<file path="src/rtl/fifo_wptr_full_if.sv">
// Write-side pointer bundle: producer request and read-pointer feedback in, RAM strobe and status out.
interface fifo_wptr_full_if #(
  parameter int ADDR_WIDTH = 4
);
  logic                  winc;
  logic [ADDR_WIDTH:0]   rq2_rptr_gray;
  logic                  clr_overflow;
  logic                  wen;
  logic [ADDR_WIDTH-1:0] waddr;
  logic [ADDR_WIDTH:0]   wptr_gray;
  logic                  full;
  logic                  almost_full;
  logic [ADDR_WIDTH:0]   wlevel;
  logic                  overflow;

  modport master (
    output winc, rq2_rptr_gray, clr_overflow,
    input  wen, waddr, wptr_gray, full, almost_full, wlevel, overflow
  );

  modport slave (
    input  winc, rq2_rptr_gray, clr_overflow,
    output wen, waddr, wptr_gray, full, almost_full, wlevel, overflow
  );
endinterface

</file>
<file path="src/rtl/fifo_wptr_full.sv">
// Async-FIFO write pointer/full logic; wen is combinational, all status registered one edge after the write.
// Writes are refused while full (overflow latched); full releases one edge after the synced read pointer moves.
module fifo_wptr_full #(
  parameter int ADDR_WIDTH   = 4,
  parameter int AFULL_THRESH = 12
) (
  input logic             clk,
  input logic             rst,
  fifo_wptr_full_if.slave bus
);
  localparam int AW = ADDR_WIDTH;
  localparam int PW = ADDR_WIDTH + 1;

  logic [AW:0] wbin;
  logic [AW:0] wgray;
  logic [AW:0] wbin_next;
  logic [AW:0] wgray_next;
  logic [AW:0] rbin_s;
  logic [AW:0] level_next;
  logic [AW:0] full_match;
  logic [AW:0] level_q;
  logic        full_q;
  logic        afull_q;
  logic        ovf_q;
  logic        wen;

  assign wen        = bus.winc & ~full_q;
  assign wbin_next  = wbin + PW'(wen);
  assign wgray_next = (wbin_next >> 1) ^ wbin_next;

  // Full when the write pointer is exactly one lap ahead: top two Gray bits inverted, rest equal.
  assign full_match = {~bus.rq2_rptr_gray[AW:AW-1], bus.rq2_rptr_gray[AW-2:0]};

  always_comb begin
    rbin_s = '0;
    for (int i = 0; i <= AW; i++) begin
      rbin_s[i] = ^(bus.rq2_rptr_gray >> i);
    end
  end

  assign level_next = wbin_next - rbin_s;

  always_ff @(posedge clk or posedge rst) begin
    if (rst) begin
      wbin    <= '0;
      wgray   <= '0;
      full_q  <= 1'b0;
      afull_q <= 1'b0;
      level_q <= '0;
      ovf_q   <= 1'b0;
    end else begin
      wbin    <= wbin_next;
      wgray   <= wgray_next;
      full_q  <= (wgray_next == full_match);
      afull_q <= (level_next >= PW'(AFULL_THRESH));
      level_q <= level_next;
      if (bus.winc && full_q) begin
        ovf_q <= 1'b1;
      end else if (bus.clr_overflow) begin
        ovf_q <= 1'b0;
      end
    end
  end

  // wptr_gray leaves straight from its flop so the crossing never sees a glitch.
  assign bus.wen         = wen;
  assign bus.waddr       = wbin[AW-1:0];
  assign bus.wptr_gray   = wgray;
  assign bus.full        = full_q;
  assign bus.almost_full = afull_q;
  assign bus.wlevel      = level_q;
  assign bus.overflow    = ovf_q;
endmodule

</file>
<file path="src/flat_wrapper.sv">
// flat-port wrapper written by rule: the top's interface ports become plain ports
module fifo_wptr_full_flat 
#(
  parameter int ADDR_WIDTH   = 4,
  parameter int AFULL_THRESH = 12
)
  (clk, rst, bus_winc, bus_rq2_rptr_gray, bus_clr_overflow, bus_wen, bus_waddr, bus_wptr_gray, bus_full, bus_almost_full, bus_wlevel, bus_overflow);
  fifo_wptr_full_if #(.ADDR_WIDTH(ADDR_WIDTH)) bus_i ();
  input logic clk;
  input logic rst;
  input wire logic [$bits(bus_i.winc)-1:0] bus_winc;
  input wire logic [$bits(bus_i.rq2_rptr_gray)-1:0] bus_rq2_rptr_gray;
  input wire logic [$bits(bus_i.clr_overflow)-1:0] bus_clr_overflow;
  output wire logic [$bits(bus_i.wen)-1:0] bus_wen;
  output wire logic [$bits(bus_i.waddr)-1:0] bus_waddr;
  output wire logic [$bits(bus_i.wptr_gray)-1:0] bus_wptr_gray;
  output wire logic [$bits(bus_i.full)-1:0] bus_full;
  output wire logic [$bits(bus_i.almost_full)-1:0] bus_almost_full;
  output wire logic [$bits(bus_i.wlevel)-1:0] bus_wlevel;
  output wire logic [$bits(bus_i.overflow)-1:0] bus_overflow;
  assign bus_i.winc = bus_winc;
  assign bus_i.rq2_rptr_gray = bus_rq2_rptr_gray;
  assign bus_i.clr_overflow = bus_clr_overflow;
  assign bus_wen = bus_i.wen;
  assign bus_waddr = bus_i.waddr;
  assign bus_wptr_gray = bus_i.wptr_gray;
  assign bus_full = bus_i.full;
  assign bus_almost_full = bus_i.almost_full;
  assign bus_wlevel = bus_i.wlevel;
  assign bus_overflow = bus_i.overflow;
  fifo_wptr_full #(.ADDR_WIDTH(ADDR_WIDTH), .AFULL_THRESH(AFULL_THRESH)) u_core (.clk(clk), .rst(rst), .bus(bus_i));
endmodule
</file>
<file path="config.mk">
export PLATFORM = sky130hd
export DESIGN_NAME = fifo_wptr_full_flat
export DESIGN_NICKNAME = d
export VERILOG_FILES = /design/src/rtl/fifo_wptr_full_if.sv /design/src/rtl/fifo_wptr_full.sv /design/src/flat_wrapper.sv
export SDC_FILE = /design/constraint.sdc
export NUM_CORES = 1
export LEC_CHECK = 0
export CAP_MARGIN = 20
export CELL_PAD_IN_SITES_DETAIL_PLACEMENT = 0
export CELL_PAD_IN_SITES_GLOBAL_PLACEMENT = 1
export CORE_AREA = 2 2 54 56
export CTS_CLUSTER_SIZE = 40
export DETAILED_ROUTE_END_ITERATION = 7
export DIE_AREA = 0 0 56 58
export PLACE_DENSITY_LB_ADDON = 0.1
export RECOVER_POWER = 25
export SETUP_SLACK_MARGIN = 0.2
export SLEW_MARGIN = 15
export SYNTH_ARGS = -nofsm -noshare
export SYNTH_HDL_FRONTEND = slang
export SYNTH_SLANG_ARGS = --single-unit
</file>
<file path="constraint.sdc">
create_clock -name clk -period 5.2 [get_ports clk]
set_input_delay 0.52 -clock clk [delete_from_list [all_inputs] [get_ports clk]]
set_output_delay 0.52 -clock clk [all_outputs]
set_load 0.02 [all_outputs]
</file>
# ---- Word level (Yosys, flattened, before mapping)
# Index checks and enable logic that the tools add are counted.
dict set report word_totals {
  reg_bits 18
  word_cells 23
  input_bits 9
}
dict set report classes {
  n_eq_ne 1
  n_mux 2
  reduce_logical 7
  magnitude_cmp 1
  addsub 2
  bitwise_logic 4
}
# op n
set op_table {}
lappend op_table {{5-bit XOR reduction} 5}
lappend op_table {{5-bit by 1-bit adder with 5-bit output} 1}
lappend op_table {{5-bit equality test} 1}
lappend op_table {{5-bit by 4-bit >= comparator with 1-bit output, second input constant} 1}
lappend op_table {{5-bit subtractor} 1}
lappend op_table {{4-bit by 5-bit bitwise XOR with 5-bit output} 1}
lappend op_table {{1-bit two-way mux} 2}
lappend op_table {{2-bit NOT} 1}
lappend op_table {{2-bit nonzero test} 1}
lappend op_table {{1-bit AND} 1}
lappend op_table {{1-bit logical AND} 1}
lappend op_table {{1-bit NOT} 1}

# ---- Depth between registers and ports, before layout
dict set report depth {
  ltp_word 5
  ltp_mapped 10
  mapped_depth_nobuf 10
}

# ---- Least setup slack after synthesis
# Ideal clock, no wire load.
dict set report synth_path {
  kind {input to register}
  start {in bus_winc}
  end {reg u_core.afull_q, in the netlist u_core.bus.almost_full}
  setup_slack_ps 2296
  path_stages 10
  required_ps 5129
  path_buffers 0
  t_arrival_ps 2833
  setup_time_ps 71
  path_cell_list {nor2b_1 ha_1 ha_1 xnor2_1 inv_1 ha_1 and2_1 a22o_1 or4_4 nand4_1}
}
dict set report synth_via {
  elab_chain_cells 4
}
# element line
set synth_lines {}
lappend synth_lines {{from (decl)} flat_wrapper.sv:11} ;# input wire logic [$bits(bus_i.winc)-1:0] bus_winc;
lappend synth_lines {{1-bit AND} fifo_wptr_full.sv:27} ;# assign wen = bus.winc & ~full_q;
lappend synth_lines {{5-bit by 1-bit adder with 5-bit output} fifo_wptr_full.sv:28} ;# assign wbin_next = wbin + PW'(wen);
lappend synth_lines {{named net u_core.wbin_next[2]} fifo_wptr_full.sv:16} ;# logic [AW:0] wbin_next;
lappend synth_lines {{5-bit subtractor} fifo_wptr_full.sv:41} ;# assign level_next = wbin_next - rbin_s;
lappend synth_lines {{5-bit by 4-bit >= comparator with 1-bit output} fifo_wptr_full.sv:55} ;# afull_q <= (level_next >= PW'(AFULL_THRESH));
lappend synth_lines {{to (signal assigned)} fifo_wptr_full.sv:55}
lappend synth_lines {{to (decl)} fifo_wptr_full.sv:23} ;# logic afull_q;
# The timed path passes the listed nets, and every way through them passes these cells.
# A chain may end at the register's enable or synchronous reset.

# ---- Worst setup path after layout
# Same ends and word-level chain as after synthesis.

==> impl_results.rst <==
.. list-table::
   :header-rows: 1

   * - Metric
     - Value
   * - Number of antenna violations at the first check in global routing
     - 0
   * - Net count, final
     - 130
   * - Wire length of the first global-routing pass
     - 2960 µm
   * - Setup Buffers After CTS
     - 0
   * - Data required, critical path
     - 5.43 ns
   * - Core footprint
     - approximately 2700 µm²
   * - Skew-Pair Late Insertion Delay
     - between 0.2 and 0.3 ns
   * - Register bit count reported by yosys
     - 17
   * - Number of I/O pins
     - 27
   * - Number of enable flip-flop cells after synthesis
     - 0
   * - Least-Margin Pin Slew
     - around 0.66 ns
   * - Number of nets with antenna violations after detailed routing
     - 0
   * - Row count
     - 19
   * - Class of the tightest hold or removal check
     - flip-flop to flip-flop
   * - Antenna diode instance count
     - 0
   * - Overall die area
     - 3250 µm²
   * - Final number of max-transition violations
     - 0
   * - Number of distinct library cells after synthesis
     - 29
   * - Share of synthesized area occupied by flip-flops and latches
     - 0.446
   * - Clock transition at the registers of the reported paths
     - 0.10 ns
   * - Synth Net Count
     - 100
   * - Avg WL per Cell
     - between 10 and 15 µm
   * - Average cell area after synthesis
     - 11.2 µm²
   * - WP data arrival
     - between 3 and 4 ns
   * - Achievable clock frequency
     - between 300 and 400 MHz
   * - Total Wirelength
     - 1900 µm
   * - Number of buffers inserted by port buffering
     - 26
   * - Final min period
     - approximately 3.2 ns
   * - Area Overhead vs Synth
     - 33.9%
   * - Leakage power figure
     - 0.556 nW
   * - DRC violations left
     - 0
   * - Maximum resistive drop on vdd
     - ~0.00042 V
   * - Proportion of layout cells with a drive suffix above 1
     - 0.0965
   * - GRT Resource Usage Total
     - 0.126
   * - Hold Vio Cnt, Final
     - 0
   * - TritonCTS buffer count
     - 3
   * - Number of violations of the max-capacitance limit
     - 0
   * - Vias
     - 696
   * - Period utilisation layout
     - 0.611
   * - Max-slew headroom
     - 0.556
   * - Vias in the first global route
     - around 650
   * - Commonest non-fill, non-tap cells in the layout
     - 24 x sky130_fd_sc_hd__clkdlybuf4s50_1, 17 x sky130_fd_sc_hd__dfrtp_1, 11 x sky130_fd_sc_hd__xnor2_1
   * - Count of H-tree levels built during CTS
     - 1
   * - Result of the run
     - completed
   * - Post-CTS Hold Fix Bufs
     - 0
   * - Setup-violating endpoint count in the final report
     - 0
   * - Critical Setup Path Class
     - input pin to flip-flop
   * - Cell area after technology mapping
     - 953 µm²
   * - Placer Congestion
     - 0.739
   * - Cells resized by post-CTS repair
     - 0
   * - Starting DRT DRC Count
     - 13
   * - Post-synthesis cell count
     - 85
   * - Setup crit start kind
     - input pin
   * - Placed wire-length estimate after detailed placement
     - approximately 1500 µm
   * - Accumulated negative setup slack
     - 0 ns
   * - Remaining Overflow, GRT
     - 0
   * - PnR Total Power
     - 1.00 mW
   * - Initial cell density of the core
     - 0.358
   * - Ys flop type
     - sky130_fd_sc_hd__dfrtp_1
   * - Synth area leaders
     - sky130_fd_sc_hd__dfrtp_1 45%, sky130_fd_sc_hd__xnor2_1 10%, sky130_fd_sc_hd__ha_1 7.9%
   * - Portion of synthesized cell area occupied by the leading cell type
     - 0.446
   * - Pin count of the biggest net entering global routing
     - 18
   * - Worst clock skew on the final layout
     - 0.00223 ns
   * - CTS tree
     - done
   * - Cell taking the most area after synthesis
     - sky130_fd_sc_hd__dfrtp_1
   * - Maximum buffer depth of the clock tree
     - 2
   * - Pwr dens
     - 783 nW/µm²
   * - Most common cell after layout, fill and taps aside
     - sky130_fd_sc_hd__clkdlybuf4s50_1
   * - Y dimension of the die
     - approximately 58 µm
   * - Detailed-router iteration count before antenna repair
     - 4
   * - Vias per cell
     - about 4.8
   * - Clock Sink Count
     - 17
   * - Max FO, Critical Path
     - 6
   * - Horizontal extent of the die
     - 56 µm
   * - Minimum hold slack
     - 0.544 ns
   * - Fraction of registers with async set/reset
     - 1.00
   * - Root buffer cell
     - sky130_fd_sc_hd__clkbuf_4
   * - Setup repair after global routing missed its margin
     - no
   * - Kind of end point of the critical path
     - flip-flop
   * - Number of warnings reported in the yosys synthesis log
     - 0
-- logic make-up after synthesis --
family	count (synthesis)	synth area share
adders and majority gates	6	0.0787
muxes	1	0.0105
xor gates and xnor gates	20	0.214
DFF	17	0.446
and+or+nand+nor	19	0.123
AOI/OAI and AO/OA	13	0.0919
buffers and inverters	9	0.0354
-- report_power, final --
part | internal [mW] | switching [mW]
sequential | 0.206 | 0.0331
combinational | 0.340 | 0.349
clock | 0.0286 | 0.0434
total | 0.574 | 0.426
-- cell type report --
class / instances / area [µm²]
clock inverter: 1 / 5.00
fill: 271 / 1390
timing repair buffer: 26 / 260
inverter: 8 / 30.0
multi-input combinational: 59 / 494
clock buffer: 3 / 22.5
tap: 31 / 38.8
sequential: 17 / 425
-- path summary, 6_finish.rpt --
| kind | from | endpoint | slack [ns] | cells past startpoint |
|---|---|---|---|---|
| setup / recovery | bus_winc | u_core.bus.almost_full$_DFF_PP0_ | 2.02 | 11 |
| hold / removal | u_core.bus.full$_DFF_PP0_ | u_core.bus.overflow$_DFFE_PP0P_ | 0.54 | 2 |
| setup reg to reg | u_core.bus.full$_DFF_PP0_ | u_core.bus.almost_full$_DFF_PP0_ | 2.51 | 10 |
| hold reg to reg | u_core.bus.full$_DFF_PP0_ | u_core.bus.overflow$_DFFE_PP0P_ | 0.54 | 2 |
| max in group asynchronous | rst | u_core.wbin[2]$_DFF_PP0_ | 4.03 | 2 |
| min in group asynchronous | rst | u_core.bus.wlevel[4]$_DFF_PP0_ | 0.75 | 2 |
-- synthesized netlist by cell type (2+ instances only) --
cell type	count
sky130_fd_sc_hd__a21o_2	2
sky130_fd_sc_hd__a21oi_1	4
sky130_fd_sc_hd__dfrtp_1	17
sky130_fd_sc_hd__ha_1	6
sky130_fd_sc_hd__inv_1	8
sky130_fd_sc_hd__nand2b_1	3
sky130_fd_sc_hd__nand3_1	3
sky130_fd_sc_hd__nor2b_1	3
sky130_fd_sc_hd__nor3_1	2
sky130_fd_sc_hd__o21ai_0	3
sky130_fd_sc_hd__xnor2_1	11
sky130_fd_sc_hd__xor2_1	6
-- flip-flops by register name, indices dropped and copies added, names as in the netlist --
signal and flops:
u_core.bus.wlevel 5, u_core.wbin 5, u_core.bus.wptr_gray 4, u_core.bus.almost_full 1, u_core.bus.full 1, u_core.bus.overflow 1
-- per-stage QoR --
| stage | area (µm²) | worst slack [ns] | util | std cells |
|---|---|---|---|---|
| finish | 1280 | 2.02 | 0.479 | 145 |
| floorplan | 953 | 2.30 | - | 85 |
| global route | 1280 | 1.86 | 0.479 | 145 |
| CTS | 1280 | 2.14 | 0.479 | 145 |
| global placement | 1250 | 1.87 | 0.469 | 141 |
| detailed placement | 1250 | 1.83 | 0.469 | 141 |
-- worst max-delay path: stages --
cell                            delay [ns]
sky130_fd_sc_hd__dlygate4sd3_1        0.54
sky130_fd_sc_hd__nor2b_1              0.15
sky130_fd_sc_hd__ha_1                 0.19
sky130_fd_sc_hd__ha_1                 0.21
sky130_fd_sc_hd__xnor2_1              0.39
sky130_fd_sc_hd__inv_1                0.11
sky130_fd_sc_hd__ha_1                 0.38
sky130_fd_sc_hd__and2_1               0.16
sky130_fd_sc_hd__a22o_1               0.22
sky130_fd_sc_hd__or4_4                0.42
sky130_fd_sc_hd__nand4_1              0.10
-- metal layers --
layer | up-vias | share of wire | GRT usage
li1 | 343 | - | -
met1 | 330 | 0.44 | 0.152
met2 | 19 | 0.49 | 0.208
met3 | 4 | 0.040 | 0.0156
met4 | 0 | 0.028 | 0.0918
met5 | - | 0 | 0
Note: power is estimated with default switching activity, not from simulation.
